**src/rtl/pay_bcd_conv.sv**
```systemverilog
// pay_bcd_conv: iterative double-dabble binary-to-BCD converter with saturation and overflow flag.
// Define PAY_BCD_LZB_EN to blank leading zero digits with 4'hF.
module pay_bcd_conv #(
    parameter int IN_W   = 10,
    parameter int DIGITS = 3
) (
    input  logic                clk,
    input  logic                rst,
    input  logic                in_valid,
    output logic                in_ready,
    input  logic [IN_W-1:0]     in_fee,
    output logic                out_valid,
    output logic [4*DIGITS-1:0] bcd,
    output logic                ovf,
    output logic                busy
);
    localparam int BW = 4 * DIGITS;
    localparam int MW = IN_W > BW ? IN_W : BW;
    localparam int CW = IN_W > 1 ? $clog2(IN_W) : 1;

    function automatic logic [MW-1:0] max_val();
        logic [MW-1:0] m;
        m = MW'(1);
        for (int i = 0; i < DIGITS; i++) m = m * MW'(10);
        return m - MW'(1);
    endfunction

    localparam logic [MW-1:0] MAX   = max_val();
    localparam logic [BW-1:0] NINES = {DIGITS{4'h9}};
`ifdef PAY_BCD_LZB_EN
    localparam logic [BW-1:0] RST_BCD = {BW{1'b1}} << 4;
`else
    localparam logic [BW-1:0] RST_BCD = '0;
`endif

    typedef enum logic {IDLE, CONV} state_t;

    state_t              state;
    logic [BW+IN_W-1:0]  sr;
    logic [BW+IN_W-1:0]  sh;
    logic [BW-1:0]       adj;
    logic [BW-1:0]       res;
    logic [BW-1:0]       fin;
    logic [CW-1:0]       cnt;
    logic                ovf_pend;

    assign in_ready = state == IDLE;
    assign busy     = state == CONV;

    // Accumulator sits above the binary operand so one shift moves the binary MSB into BCD bit 0
    always_comb begin
        adj = sr[BW+IN_W-1:IN_W];
        for (int k = 0; k < DIGITS; k++)
            adj[4*k +: 4] = adj[4*k +: 4] >= 4'd5 ? adj[4*k +: 4] + 4'd3 : adj[4*k +: 4];
        sh  = {adj, sr[IN_W-1:0]} << 1;
        res = sh[BW+IN_W-1:IN_W];
        fin = res;
`ifdef PAY_BCD_LZB_EN
        for (int k = DIGITS - 1; k > 0; k--) begin
            if (res[BW-1:4*k] == '0)
                fin[4*k +: 4] = 4'hF;
        end
`endif
    end

    always_ff @(posedge clk or posedge rst) begin
        if (rst) begin
            state     <= IDLE;
            sr        <= '0;
            cnt       <= '0;
            ovf_pend  <= 1'b0;
            bcd       <= RST_BCD;
            ovf       <= 1'b0;
            out_valid <= 1'b0;
        end else begin
            out_valid <= 1'b0;
            if (state == IDLE) begin
                if (in_valid) begin
                    sr       <= {{BW{1'b0}}, in_fee};
                    cnt      <= '0;
                    ovf_pend <= MW'(in_fee) > MAX;
                    state    <= CONV;
                end
            end else begin
                sr  <= sh;
                cnt <= cnt + CW'(1);
                if (cnt == CW'(IN_W - 1)) begin
                    bcd       <= ovf_pend ? NINES : fin;
                    ovf       <= ovf_pend;
                    out_valid <= 1'b1;
                    state     <= IDLE;
                end
            end
        end
    end
endmodule

```
**config.mk**
```make
export PLATFORM = sky130hd
export DESIGN_NAME = pay_bcd_conv
export DESIGN_NICKNAME = d
export VERILOG_FILES = /design/src/rtl/pay_bcd_conv.sv
export SDC_FILE = /design/constraint.sdc
export NUM_CORES = 1
export LEC_CHECK = 0
export ABC_AREA = 1
export BUFFER_PORTS_ARGS = -buffer_cell sky130_fd_sc_hd__buf_2
export CAP_MARGIN = 0
export CORE_MARGIN = 2
export CORE_UTILIZATION = 55
export CTS_BUF_LIST = sky130_fd_sc_hd__clkbuf_8
export DETAILED_ROUTE_END_ITERATION = 8
export PLACE_DENSITY = 0.76
export REMOVE_ABC_BUFFERS = 1
export SLEW_MARGIN = 20
export SYNTH_ARGS = -nofsm -noshare
export SYNTH_HDL_FRONTEND = slang
export SYNTH_SLANG_ARGS = --single-unit
```
**constraint.sdc**
```tcl
create_clock -name clk -period 3.9 [get_ports clk]
set_input_delay 0.78 -clock clk [delete_from_list [all_inputs] [get_ports clk]]
set_output_delay 0.78 -clock clk [all_outputs]
set_load 0.03 [all_outputs]
```
==> impl_metrics.env, run 1 <==
export IMPL_ir_drop_v=0.000488
export IMPL_maxCapViolCount=0
export IMPL_place_area_um2=2170
export IMPL_numCtsBuffers=5
export IMPL_worstSetupPathType="flip-flop to primary output"
export IMPL_fin_util_pct=66.3
export IMPL_power_uw=1990
export IMPL_syn_inst=225
export IMPL_p_leak_uw=0.00119
export IMPL_via_per_inst=5.30
export IMPL_hold_violations=0
export IMPL_cts_buffer_depth=2
export IMPL_setup_viol=0
export IMPL_dieWidth_um=64.2
export IMPL_synth_fa_ha_area_share_pct=5.02
export IMPL_place_hpwl_mm=2.72
export IMPL_drtAntennaViolNets=0
export IMPL_hold_buffers=0
export IMPL_fin_crit_ns=2.32
export IMPL_tns_ns=0
export IMPL_yosys_cell_types_count=25
export IMPL_syn_area_um2=1990
export IMPL_die_area_um2=4120
export IMPL_finalMaxSlewViolations=0
export IMPL_core_um2=3420
export IMPL_status="finished clean"
export IMPL_routedWlPerCell_um=12.8
export IMPL_finClkSkew_ns=0.00573
export IMPL_rsz0062_at_grt="false"
export IMPL_gp_congestion=0.885
export IMPL_synth_area_per_cell_um2=8.86
export IMPL_seq_area_frac_synth_pct=52.7
export IMPL_die_h_um=64.2
export IMPL_dr_pass1_iters=4
export IMPL_htree_levels=2
export IMPL_synth_compound_area_share_pct=8.72
export IMPL_worst_pin_slew_ns=0.627
export IMPL_synth_top_family_by_area="simple AND/OR/NAND/NOR gates"
export IMPL_cts_sinks=42
export IMPL_routed_wl_mm=3.90
export IMPL_dp_slack_ns=1.88
export IMPL_endpoint_kind="primary output"
export IMPL_slew_headroom_pct=58.2
export IMPL_final_cell_area_um2=2260
export IMPL_synth_xor_area_share_pct=0.439
export IMPL_port_buffers=28
export IMPL_clk_insertion_delay_late_ns=0.29
export IMPL_required_ns=3.12
export IMPL_drc=0
export IMPL_critPathLaunchType="flip-flop"
export IMPL_cts_setup_buffers=0
export IMPL_max_freq_ghz=0.430
export IMPL_grt_usage_pct=21.8
export IMPL_grt_pass1_vias=1610
export IMPL_clkTransAtPathRegs_ns=0.07
export IMPL_hold_path_class="flip-flop to flip-flop"
export IMPL_ctsResizeCount=0
export IMPL_diodes=0
export IMPL_initial_utilization_pct=58.4
export IMPL_antenna_found_initial=0
export IMPL_grt_overflow=0
export IMPL_grt_max_degree=43
export IMPL_finalCritPeriodShare_pct=59.6
export IMPL_vias=1616
export IMPL_finalNetCount=279
export IMPL_setup_ws_ns=1.58
export IMPL_grt_pass1_wl_mm=6.89
export IMPL_ios=29
export IMPL_fp_row_count=21
export IMPL_cts_tree="done"
export IMPL_cp_max_fo=12
export IMPL_syn_to_final_growth_pct=13.5
export IMPL_p_per_area_nw_per_um2=881
export IMPL_drt_iter0_drc=109
export IMPL_synth_simple_area_share_pct=26.9
export IMPL_ys_warn_count=0
export IMPL_synthMuxAreaShare_pct=0
export IMPL_ys_ff_latch=42
export IMPL_layout_drive_gt1_share_pct=18.1
export IMPL_cp_arrival_ns=1.54
export IMPL_cts_root_buffer="clkbuf_8"
## placed cells by master (no fill, tap or decap), types with 2 or more instances in the layout
| cell type | count |
|---|---|
| dfrtp_1 | 42 |
| inv_1 | 19 |
| clkbuf_8 | 6 |
| o22ai_1 | 6 |
| nand2_1 | 66 |
| nand3_1 | 29 |
| buf_4 | 2 |
| o21ai_0 | 15 |
| inv_2 | 4 |
| buf_2 | 28 |
| nor2_1 | 13 |
| ha_1 | 8 |
| nand4_1 | 4 |
| a21oi_1 | 5 |
## layer usage
layer / vias up / GRT usage [%] / part of all wire [%]
met5: - / 0 / 0
met4: 0 / 9.57 / 1.6
met3: 4 / 6.51 / 5.4
met2: 42 / 36.3 / 47
met1: 765 / 26.1 / 45
li1: 805 / - / -
## cells in the mapped netlist (all sizes together)
cell type	number	area share (%)
o21ai	15	3.8
nand3	29	7.3
a21oi	5	1.3
dfrtp	42	53
nor2	15	4.0
o211ai	1	0.38
a22oi	1	0.63
buf	4	1.8
a22o	1	0.44
inv	23	4.5
o22ai	6	1.9
ha	8	5.0
o31ai	1	0.38
nand2	67	13
or2	1	0.31
nand4	5	2.3
xnor2	1	0.44
## cell type report
cell class                 instances  area, um^2
clock inverter                     2        8.76
multi-input combinational        156         820
fill                             288        1150
timing repair buffer              30         155
tap                               46        57.6
inverter                          23        88.8
sequential                        42        1050
clock buffer                       6        82.6
## flip-flops by register name (all words and copies together) (netlist names)
signal / count
ovf_pend: 1
busy: 1
sr: 22
out_valid: 1
ovf: 1
bcd: 12
cnt: 4
## report_power, final
group	total, uW	internal (uW)	switching, uW
Combinational	934	313	622
Sequential	777	631	146
Clock	283	140	143
## final timing paths
kind	startpoint	end	slack [ns]	cells past startpoint
setup / recovery	busy	busy	1.58	2
hold / removal	bcd[10]	bcd[10]	0.49	2
setup reg to reg	busy	bcd[4]	2.17	5
hold reg to reg	bcd[10]	bcd[10]	0.49	2
max in group asynchronous	rst	bcd[10]	2.94	3
min in group asynchronous	rst	sr[2]	0.60	3
## worst max-delay path, cell delays in order, from the launching register on
cell	delay, ns
dfrtp_1	0.75
buf_4	0.29
buf_2	0.21
## logic make-up after synthesis
logic type,after synthesis
buffers and inverters,27
DFF,42
and+or+nand+nor,117
AOI/OAI and AO/OA,30
adders and majority gates,8
xor gates and xnor gates,1
## metrics by stage
| step | hold slack (ns) | cells |
|---|---|---|
| CTS | 0.491 | 305 |
| global route | 0.524 | 305 |
| floorplan | 0.449 | 221 |
| global placement | 0.465 | 297 |
| finish | 0.490 | 305 |
| detailed placement | 0.473 | 297 |
Note: power is estimated with default switching activity, not from simulation.
==> run 2: changes to the inputs <==
Settings changed: ABC_AREA 1 to 0.
Clock period 3.9 ns to 2.4 ns, I/O delays scaled along.
==> run 2 against run 1 <==
  * Utilization rose by 0.99 points
  * Combinational power rose by 66%
  * Flip-flop and latch count did not move
  * Via count fell by 4.4%
  * Clock skew rose by 0.0015 ns
  * Cell count fell by 12%
  * Die area rose by 0.95%
  * Critical path type unchanged
==> impl_metrics.env, run 2 <==
export IMPL_reg_top3="sr x22, bcd x12, cnt x4"
export IMPL_largest_reg_flops=22
export IMPL_yosysMostFrequentCell="dfrtp_1"
export IMPL_p_leak_uw=0.00112
export IMPL_finalNetCount=241
export IMPL_slowest_delay_ns=0.41
export IMPL_die_area_um2=4160
export IMPL_ios=29
export IMPL_required_ns=1.92
export IMPL_cp_arrival_ns=1.32
export IMPL_synth_top_cell_by_area="dfrtp_1"
export IMPL_syn_inst=190
export IMPL_drtAntennaViolNets=0
export IMPL_synth_area_per_cell_um2=10.6
export IMPL_diodes=0
export IMPL_routed_wl_mm=4.00
export IMPL_mostFrequentLayoutCell="dfrtp_1"
export IMPL_rsz0062_at_grt="false"
export IMPL_slew_headroom_pct=55.5
export IMPL_p_switching_uw=1430
export IMPL_async_reset_ff_share_pct=100
export IMPL_cts_buffer_depth=2
export IMPL_intPower_uw=1940
export IMPL_status="finished clean"
export IMPL_rr_worst_depth=6
export IMPL_fp_row_count=21
export IMPL_die_h_um=64.5
export IMPL_use_met3_pct=5.73
export IMPL_routedWlPerCell_um=15.0
export IMPL_finClkSkew_ns=0.00726
export IMPL_multi_input_area_um2=860
export IMPL_gp_congestion=0.781
export IMPL_clkTransAtPathRegs_ns=0.08
export IMPL_place_hpwl_mm=2.74
export IMPL_p_seq_share_pct=37.4
export IMPL_grt_usage_pct=22.4
export IMPL_grt_max_degree=43
export IMPL_syn_area_um2=2010
export IMPL_clk_insertion_delay_late_ns=0.30
export IMPL_layout_drive_gt1_share_pct=21.3
export IMPL_grt_busiest_layer="met2"
export IMPL_ctsResizeCount=0
export IMPL_seq_area_um2=1050
export IMPL_worst_pin_slew_ns=0.665
export IMPL_grt_use_met2_pct=37.8
export IMPL_grt_util_met1_pct=27.1
export IMPL_finalMaxSlewViolations=0
export IMPL_synthTopCellsByCount="42 x dfrtp_1, 25 x nand2_1, 17 x o21ai_0"
export IMPL_p_per_area_nw_per_um2=1470
export IMPL_numCtsBuffers=5
export IMPL_switching_share_pct=42.5
export IMPL_cts_setup_buffers=0
export IMPL_synth_edf_count=0
export IMPL_ir_drop_v=0.000668
export IMPL_drt_iter0_drc=114
export IMPL_grt_pass1_vias=1614
export IMPL_path_cells="buf_4 > buf_2"
export IMPL_cp_max_fo=37
export IMPL_dr_pass1_iters=4
export IMPL_hold_worst_slack_ns=0.290
export IMPL_yosys_cell_types_count=31
export IMPL_ys_ff_latch=42
export IMPL_fillCellCount=281
export IMPL_hold_violations=0
export IMPL_largest_register="sr"
export IMPL_grt_overflow=0
export IMPL_power_frac_clock_pct=16.5
export IMPL_cts_tree="done"
export IMPL_fin_crit_ns=1.80
export IMPL_p_comb_share_pct=46.1
export IMPL_worstSetupPathType="flip-flop to primary output"
export IMPL_finalCritPeriodShare_pct=75.1
export IMPL_htree_levels=2
export IMPL_via_per_inst=5.79
export IMPL_max_freq_ghz=0.555
export IMPL_setup_viol=0
export IMPL_grt_pass1_wl_mm=7.18
export IMPL_port_buffers=28
export IMPL_initial_utilization_pct=59.0
export IMPL_slowest_stage="dfrtp_1"
export IMPL_dieWidth_um=64.5
export IMPL_drc=0
export IMPL_yosysTopAreaCellShare_pct=52.2
export IMPL_cts_root_buffer="clkbuf_8"
export IMPL_critPathLaunchType="flip-flop"
export IMPL_endpoint_kind="primary output"
export IMPL_maxCapViolCount=0
export IMPL_ys_warn_count=0
export IMPL_syn_to_final_growth_pct=14.0
export IMPL_tns_ns=0
export IMPL_cts_sinks=42
export IMPL_hold_buffers=0
export IMPL_ys_flop_type="dfrtp_1"
export IMPL_seq_area_frac_synth_pct=52.2
export IMPL_ys_top_cells_by_area="dfrtp_1 52%, mux2i_1 6.0%, ha_1 5.0%, nand2_1 4.7%, o21ai_0 4.2%"
export IMPL_core_um2=3420
export IMPL_vias=1545
export IMPL_final_cell_mix="42 x dfrtp_1, 28 x buf_2, 25 x nand2_1"
export IMPL_antenna_found_initial=0
export IMPL_hold_path_class="primary input to asynchronous set/reset pin"
==> run 2: layer usage <==
metal,wire (um),vias up
li1,-,720
met1,1700,763
met2,2030,56
met3,223,6
met4,51,0
met5,0,-
==> run 2: cells by family after synthesis <==
| family | Yosys count | share of synthesized area, % |
|---|---|---|
| and+or+nand+nor | 52 | 12.4 |
| xor gates and xnor gates | 5 | 2.17 |
| muxes | 12 | 5.96 |
| buffers and inverters | 19 | 5.16 |
| DFF | 42 | 52.2 |
| AOI/OAI and AO/OA | 52 | 17.1 |
| adders and majority gates | 8 | 4.97 |
==> run 2: worst paths after layout <==
kind / startpoint / endpoint / slack (ns)
max: busy / busy / 0.60
min: rst / sr[8] / 0.29
max reg2reg: sr[10] / sr[12] / 0.76
min reg2reg: ovf / ovf / 0.47
max in group asynchronous: rst / sr[9] / 1.75
min in group clk: in_fee[0] / sr[0] / 0.44
==> run 2: power groups by stage <==
| stage | Clock, uW | Sequential [uW] | Combinational (uW) |
|---|---|---|---|
| final | 556 | 1260 | 1550 |
| after global routing | 595 | 1300 | 1730 |
| after CTS | 563 | 1260 | 1560 |
| after detailed placement | 0 | 1270 | 1550 |
| after global placement | 0 | 1240 | 1470 |
| after floorplan | 0 | 1480 | 923 |
==> run 2: final cells by class <==
| type | count | area share [%] |
|---|---|---|
| multi-input combinational | 129 | 37.4 |
| inverter | 11 | 2.45 |
| sequential | 42 | 45.8 |
| clock buffer | 5 | 3.00 |
| clock inverter | 3 | 1.80 |
| timing repair buffer | 31 | 7.08 |
| tap | 46 | 2.51 |
==> run 2: metrics by stage <==
stage,util [%],setup WS (ns),std cells,total power [uW],instance area [um^2]
after floorplan,-,0.202,182,2400,1970
after global placement,64.0,0.864,259,2720,2190
after detailed placement,64.0,0.779,259,2820,2190
after CTS,67.3,0.604,267,3380,2300
after global routing,67.3,0.527,267,3630,2300
final,67.3,0.599,267,3370,2300
==> run 2: critical path, delay by kind of cell (launching register included) <==
family / cells / cell delay [ns]
buf+inv: 2 / 0.60
flops: 1 / 0.41
